<file path="config.mk">
export PLATFORM = sky130hd
export DESIGN_NAME = instr_encoder
export DESIGN_NICKNAME = d
export VERILOG_FILES = /design/src/rtl/instr_encoder.sv
export SDC_FILE = /design/constraint.sdc
export NUM_CORES = 1
export LEC_CHECK = 0
export BUFFER_PORTS_ARGS = -buffer_cell sky130_fd_sc_hd__buf_4
export CELL_PAD_IN_SITES_DETAIL_PLACEMENT = 0
export CELL_PAD_IN_SITES_GLOBAL_PLACEMENT = 1
export CORE_MARGIN = 3
export CORE_UTILIZATION = 37
export CTS_CLUSTER_SIZE = 20
export DETAILED_ROUTE_END_ITERATION = 8
export GPL_TIMING_DRIVEN = 1
export PLACE_DENSITY_LB_ADDON = 0.2
export SYNTH_ARGS = -nofsm -noshare
export SYNTH_HDL_FRONTEND = slang
export SYNTH_SLANG_ARGS = --single-unit
export TNS_END_PERCENT = 100
</file>
<file path="constraint.sdc">
create_clock -name clk -period 4.63 [get_ports clk]
set_input_delay 0.2315 -clock clk [delete_from_list [all_inputs] [get_ports clk]]
set_output_delay 0.2315 -clock clk [all_outputs]
set_load 0.05 [all_outputs]
</file>
<file path="src/rtl/instr_encoder.sv">
// instr_encoder: assembles RISC-V words from field requests and loads them sequentially into imem
module instr_encoder #(
   parameter int DEPTH = 64,
   parameter int AW = $clog2(DEPTH)
) (
   input  logic          clk,
   input  logic          reset,
   input  logic          req_valid,
   output logic          req_ready,
   input  logic [2:0]    req_cls,
   input  logic [2:0]    req_funct3,
   input  logic          req_funct7b5,
   input  logic [4:0]    req_rd,
   input  logic [4:0]    req_rs1,
   input  logic [4:0]    req_rs2,
   input  logic [31:0]   req_imm,
   input  logic          seal,
   output logic          wr_en,
   output logic [AW-1:0] wr_addr,
   output logic [31:0]   wr_data,
   output logic [AW:0]   count,
   output logic          err,
   output logic          done
);
   localparam logic [AW:0] FULL = (AW+1)'(DEPTH);
   localparam logic [31:0] NOP = 32'h00000013;
   typedef enum logic [1:0] {LOAD, PAD, DONE} state_t;
   state_t state, state_n;
   logic signed [31:0] simm;
   logic i_ok, b_ok, j_ok, u_ok, sh_ok, shift, imm_ok, accept, wrote, step;
   logic [31:0] enc;
   logic [AW:0] count_n;
   assign simm = $signed(req_imm);
   assign accept = req_valid && req_ready;
   assign wrote = accept && imm_ok;
   assign step = state == PAD || wrote;
   assign count_n = count + {{AW{1'b0}}, step};
   // immediate range checks and field packing per instruction class
   always_comb begin
      i_ok = simm >= -2048 && simm <= 2047;
      b_ok = simm >= -4096 && simm <= 4094 && !req_imm[0];
      j_ok = simm >= -1048576 && simm <= 1048574 && !req_imm[0];
      u_ok = req_imm[11:0] == 12'd0;
      sh_ok = req_imm < 32'd32;
      shift = req_cls == 3'd5 && req_funct3[1:0] == 2'b01;
      imm_ok = 1'b0;
      enc = '0;
      case (req_cls)
         3'd0: begin
            imm_ok = i_ok;
            enc = {req_imm[11:0], req_rs1, 3'b010, req_rd, 7'b0000011};
         end
         3'd1: begin
            imm_ok = i_ok;
            enc = {req_imm[11:0], req_rs1, 3'b000, req_rd, 7'b1000011};
         end
         3'd2: begin
            imm_ok = i_ok;
            enc = {req_imm[11:5], req_rs2, req_rs1, 3'b010, req_imm[4:0], 7'b0100011};
         end
         3'd3: begin
            imm_ok = 1'b1;
            enc = {1'b0, req_funct7b5, 5'b0, req_rs2, req_rs1, req_funct3, req_rd, 7'b0110011};
         end
         3'd4: begin
            imm_ok = b_ok;
            enc = {req_imm[12], req_imm[10:5], req_rs2, req_rs1, req_funct3, req_imm[4:1], req_imm[11], 7'b1100011};
         end
         3'd5: begin
            imm_ok = shift ? sh_ok : i_ok;
            enc = shift ? {1'b0, req_funct7b5, 5'b0, req_imm[4:0], req_rs1, req_funct3, req_rd, 7'b0010011}
                        : {req_imm[11:0], req_rs1, req_funct3, req_rd, 7'b0010011};
         end
         3'd6: begin
            imm_ok = j_ok;
            enc = {req_imm[20], req_imm[10:1], req_imm[11], req_imm[19:12], req_rd, 7'b1101111};
         end
         default: begin
            imm_ok = u_ok;
            enc = {req_imm[31:12], req_rd, 7'b0110111};
         end
      endcase
   end
   // state register
   always_ff @(posedge clk) begin
      if (reset) state <= LOAD;
      else state <= state_n;
   end
   // next state: filling memory always wins, a seal with room left starts padding
   always_comb begin
      state_n = state == LOAD ? (count_n == FULL ? DONE : seal ? PAD : LOAD)
              : state == PAD ? (count_n == FULL ? DONE : PAD) : DONE;
   end
   // handshake and completion outputs
   always_comb begin
      req_ready = !reset && state == LOAD && count < FULL;
      done = state == DONE;
   end
   // registered write port, word counter and sticky reject flag
   always_ff @(posedge clk) begin
      if (reset) begin
         count <= '0;
         wr_en <= 1'b0;
         wr_addr <= '0;
         wr_data <= '0;
         err <= 1'b0;
      end else begin
         count <= count_n;
         wr_en <= step;
         if (step) begin
            wr_addr <= count[AW-1:0];
            wr_data <= state == PAD ? NOP : enc;
         end
         if (accept && !imm_ok) err <= 1'b1;
      end
   end
endmodule

</file>
==> results.yml <==
yosys:
  synthesis.area_per_instance_um2: 8.05
  synth.lib_cells_used.distinct: 50
  ys_seq_elements: 48
  async_flop_share_pct: 0
  syn_nets: 389
  cell_area_after_synthesis_um2: 2650
  synth_edf_count: 0
  number_of_instances_in_the_synthesized_netlist: 329
  synth_top_area_share_pct: 36.3
  netlist_top_cells_area: "dfxtp_1 (36%), nor2_1 (5.8%), mux2i_1 (5.3%)"
  synth_seq_area_share_pct: 36.3
  synth_top_cell_by_area: "dfxtp_1"
  synth_flop_cell: "dfxtp_1"
  yosysWarnings: 0
finish:
  layout_common_cells: "buf_4 (107), dfxtp_1 (48), nor2_1 (41)"
  fin_util_pct: 52.1
  layout_commonest_cell: "buf_4"
  diodes: 0
  design.final.nets: 481
  flow.area_growth_from_synthesis_pct: 35.0
  final_layout_size_suffix_gt1_share_pct: 30.1
worst_setup_path:
  timing.critical_path.fanout_max: 9
  required_ns: 4.89
  crit_arrival_ns: 3.59
  path_class: "in -> reg"
  critical_path.startpoint_type: "input port"
  end_kind: "flop"
pwr:
  vdd_ir_drop_max_mv: 0.113
  p_comb_share_pct: 21.3
  clock_power_share_pct: 33.7
  sequentialPowerShare_pct: 45.0
  power.share.switching_pct: 29.9
  cellLeakagePower_uw: 0.00147
  cellInternalPower_uw: 667
  power.switching_uw: 285
  power.density_cell_area_nw_per_um2: 266
clocking:
  cts.sinks: 48
  cts_inserted_buffers: 5
  post_cts.resized_instances: 0
  htree_levels: 2
  tritoncts_clock_tree: "yes"
  cts_buffer_depth: 2
  post-cts-setup-buffers: 0
  clk-insertion-delay-late_ns: 0.31
  clk_pin_slew_worst_paths_ns: 0.10
  cts.root.buffer_cell: "clkbuf_8"
  cts_hold_repair.buffers: 0
place:
  hpwlAfterDp_um: 6230
  gp_congestion: 0.884
  port_buffers: 106
global_routing:
  grt_overflow: 0
  grt_pass1_wl_um: 13300
  grt_util_all_layers_pct: 19.8
  first_global_vias: 2615
  grt_antenna_before_repair: 0
  maximum_number_of_pins_on_one_net_before_global_route_repair: 49
route:
  ant_nets: 0
  routedWlPerCell_um: 15.9
  wirelength_um: 8220
  routed_via_density: 5.25
  drt_iter0_drc: 185
  post-route-drc-count: 0
  vias: 2721
  drt-pass1-iter-count: 4
timing:
  worst_pin_slew_ns: 1.19
  fin_tns_setup_ns: 0
  timing.final.hold_violations: 0
  setup_repair_after_global_routing_missed_its_margin: "false"
  worst_clock_skew_ns: 0.00716
  finalWorstPathRequiredPeriod_ns: 3.33
  final_max_slew_viol_count: 0
  final_setup_violation_count: 0
  period_share_pct: 71.9
  fmax_mhz: 301
  timing.slew.headroom_pct: 20.1
floorplanning:
  die-height_um: 90.6
  rows: 30
  initial_cell_density_of_the_core_pct: 38.6
  full_die_area_um2: 8210
  coreArea_um2: 6870
  die_w_um: 90.6
  num_io_pins: 107
hold_path:
  hp-class: "in -> reg"
run_status:
  status: "complete, no violations"
flow_run:
  max_cap_violations: 0
-- logic make-up after synthesis --
family / synth area share (%)
compound gates: 23.0
xor+xnor: 1.98
fa+ha+maj: 0.944
buf+inv: 5.29
flops: 36.3
mux: 8.69
simple gates: 23.8
-- path summary, 6_finish.rpt --
kind	to	cells after the start	slack [ns]	from
setup / recovery	state[1]	15	1.30	req_imm[19]
setup reg to reg	state[1]	12	1.94	state[0]
hold / removal	wr_data[16]	3	0.19	req_rs1[1]
hold reg to reg	wr_data[2]	2	0.48	wr_data[2]
-- metrics by stage --
stage | power [uW] | instances | worst slack (ns) | cell area [um2] | hold slack (ns)
after floorplan | 556 | 329 | 0.639 | 2650 | 0.390
after CTS | 961 | 518 | 1.32 | 3580 | 0.185
after global placement | 639 | 510 | 1.09 | 3460 | 0.460
after detailed placement | 640 | 510 | 0.994 | 3460 | 0.466
after global routing | 992 | 518 | 1.01 | 3580 | 0.186
final | 951 | 518 | 1.30 | 3580 | 0.189
-- synth_stat cells (all sizes together), types with 7 or more instances --
master  instances
a211oi         13
a21oi          26
a311oi          7
buf             7
clkbuf         15
dfxtp          48
inv             8
mux2            8
mux2i          14
nand2          29
nand2b         15
nand3           9
nand4           7
nor2           41
nor3            9
o21ai          14
o22ai           8
-- power by group through the flow --
stage	combinational, uW	sequential, uW	clock [uW]
finish	203	428	321
global route	220	430	342
CTS	203	428	330
detailed placement	202	438	0
global placement	201	438	0
floorplan	90.2	466	0
-- layout make-up --
| type | instances | area (um2) |
|---|---|---|
| fillers | 696 | 3290 |
| multi-input cells | 251 | 1550 |
| flip-flops and latches | 48 | 961 |
| repair buffers | 107 | 803 |
| well taps | 96 | 120 |
| clock buffers | 5 | 68.8 |
| clock inverters | 3 | 46.3 |
| inverters | 8 | 30.0 |
-- critical path, cell delays in order --
cell,delay (ns)
buf_4,0.12
or4_1,0.60
or2_0,0.27
or4b_1,0.49
a311oi_2,0.29
o311a_2,0.24
a21oi_2,0.11
inv_1,0.10
ha_1,0.19
ha_1,0.26
nand3_1,0.11
xor2_1,0.17
nor3_1,0.27
nor2_1,0.06
nor2_1,0.08
-- per-layer routing --
metal  global-route usage, %  part of all wire (%)  vias up
met5                       0                     0        -
met4                    5.10                   1.2        0
met3                    4.67                   7.0        9
met2                    31.4                    46       98
met1                    26.9                    46     1224
li1                        -                     -     1390
-- sequential cells by signal, indices dropped and copies added (netlist names) --
signal / flops
wr_addr: 6
count: 7
wr_data: 31
state: 2
wr_en: 1
err: 1
Note: power is estimated with default switching activity, not from simulation.
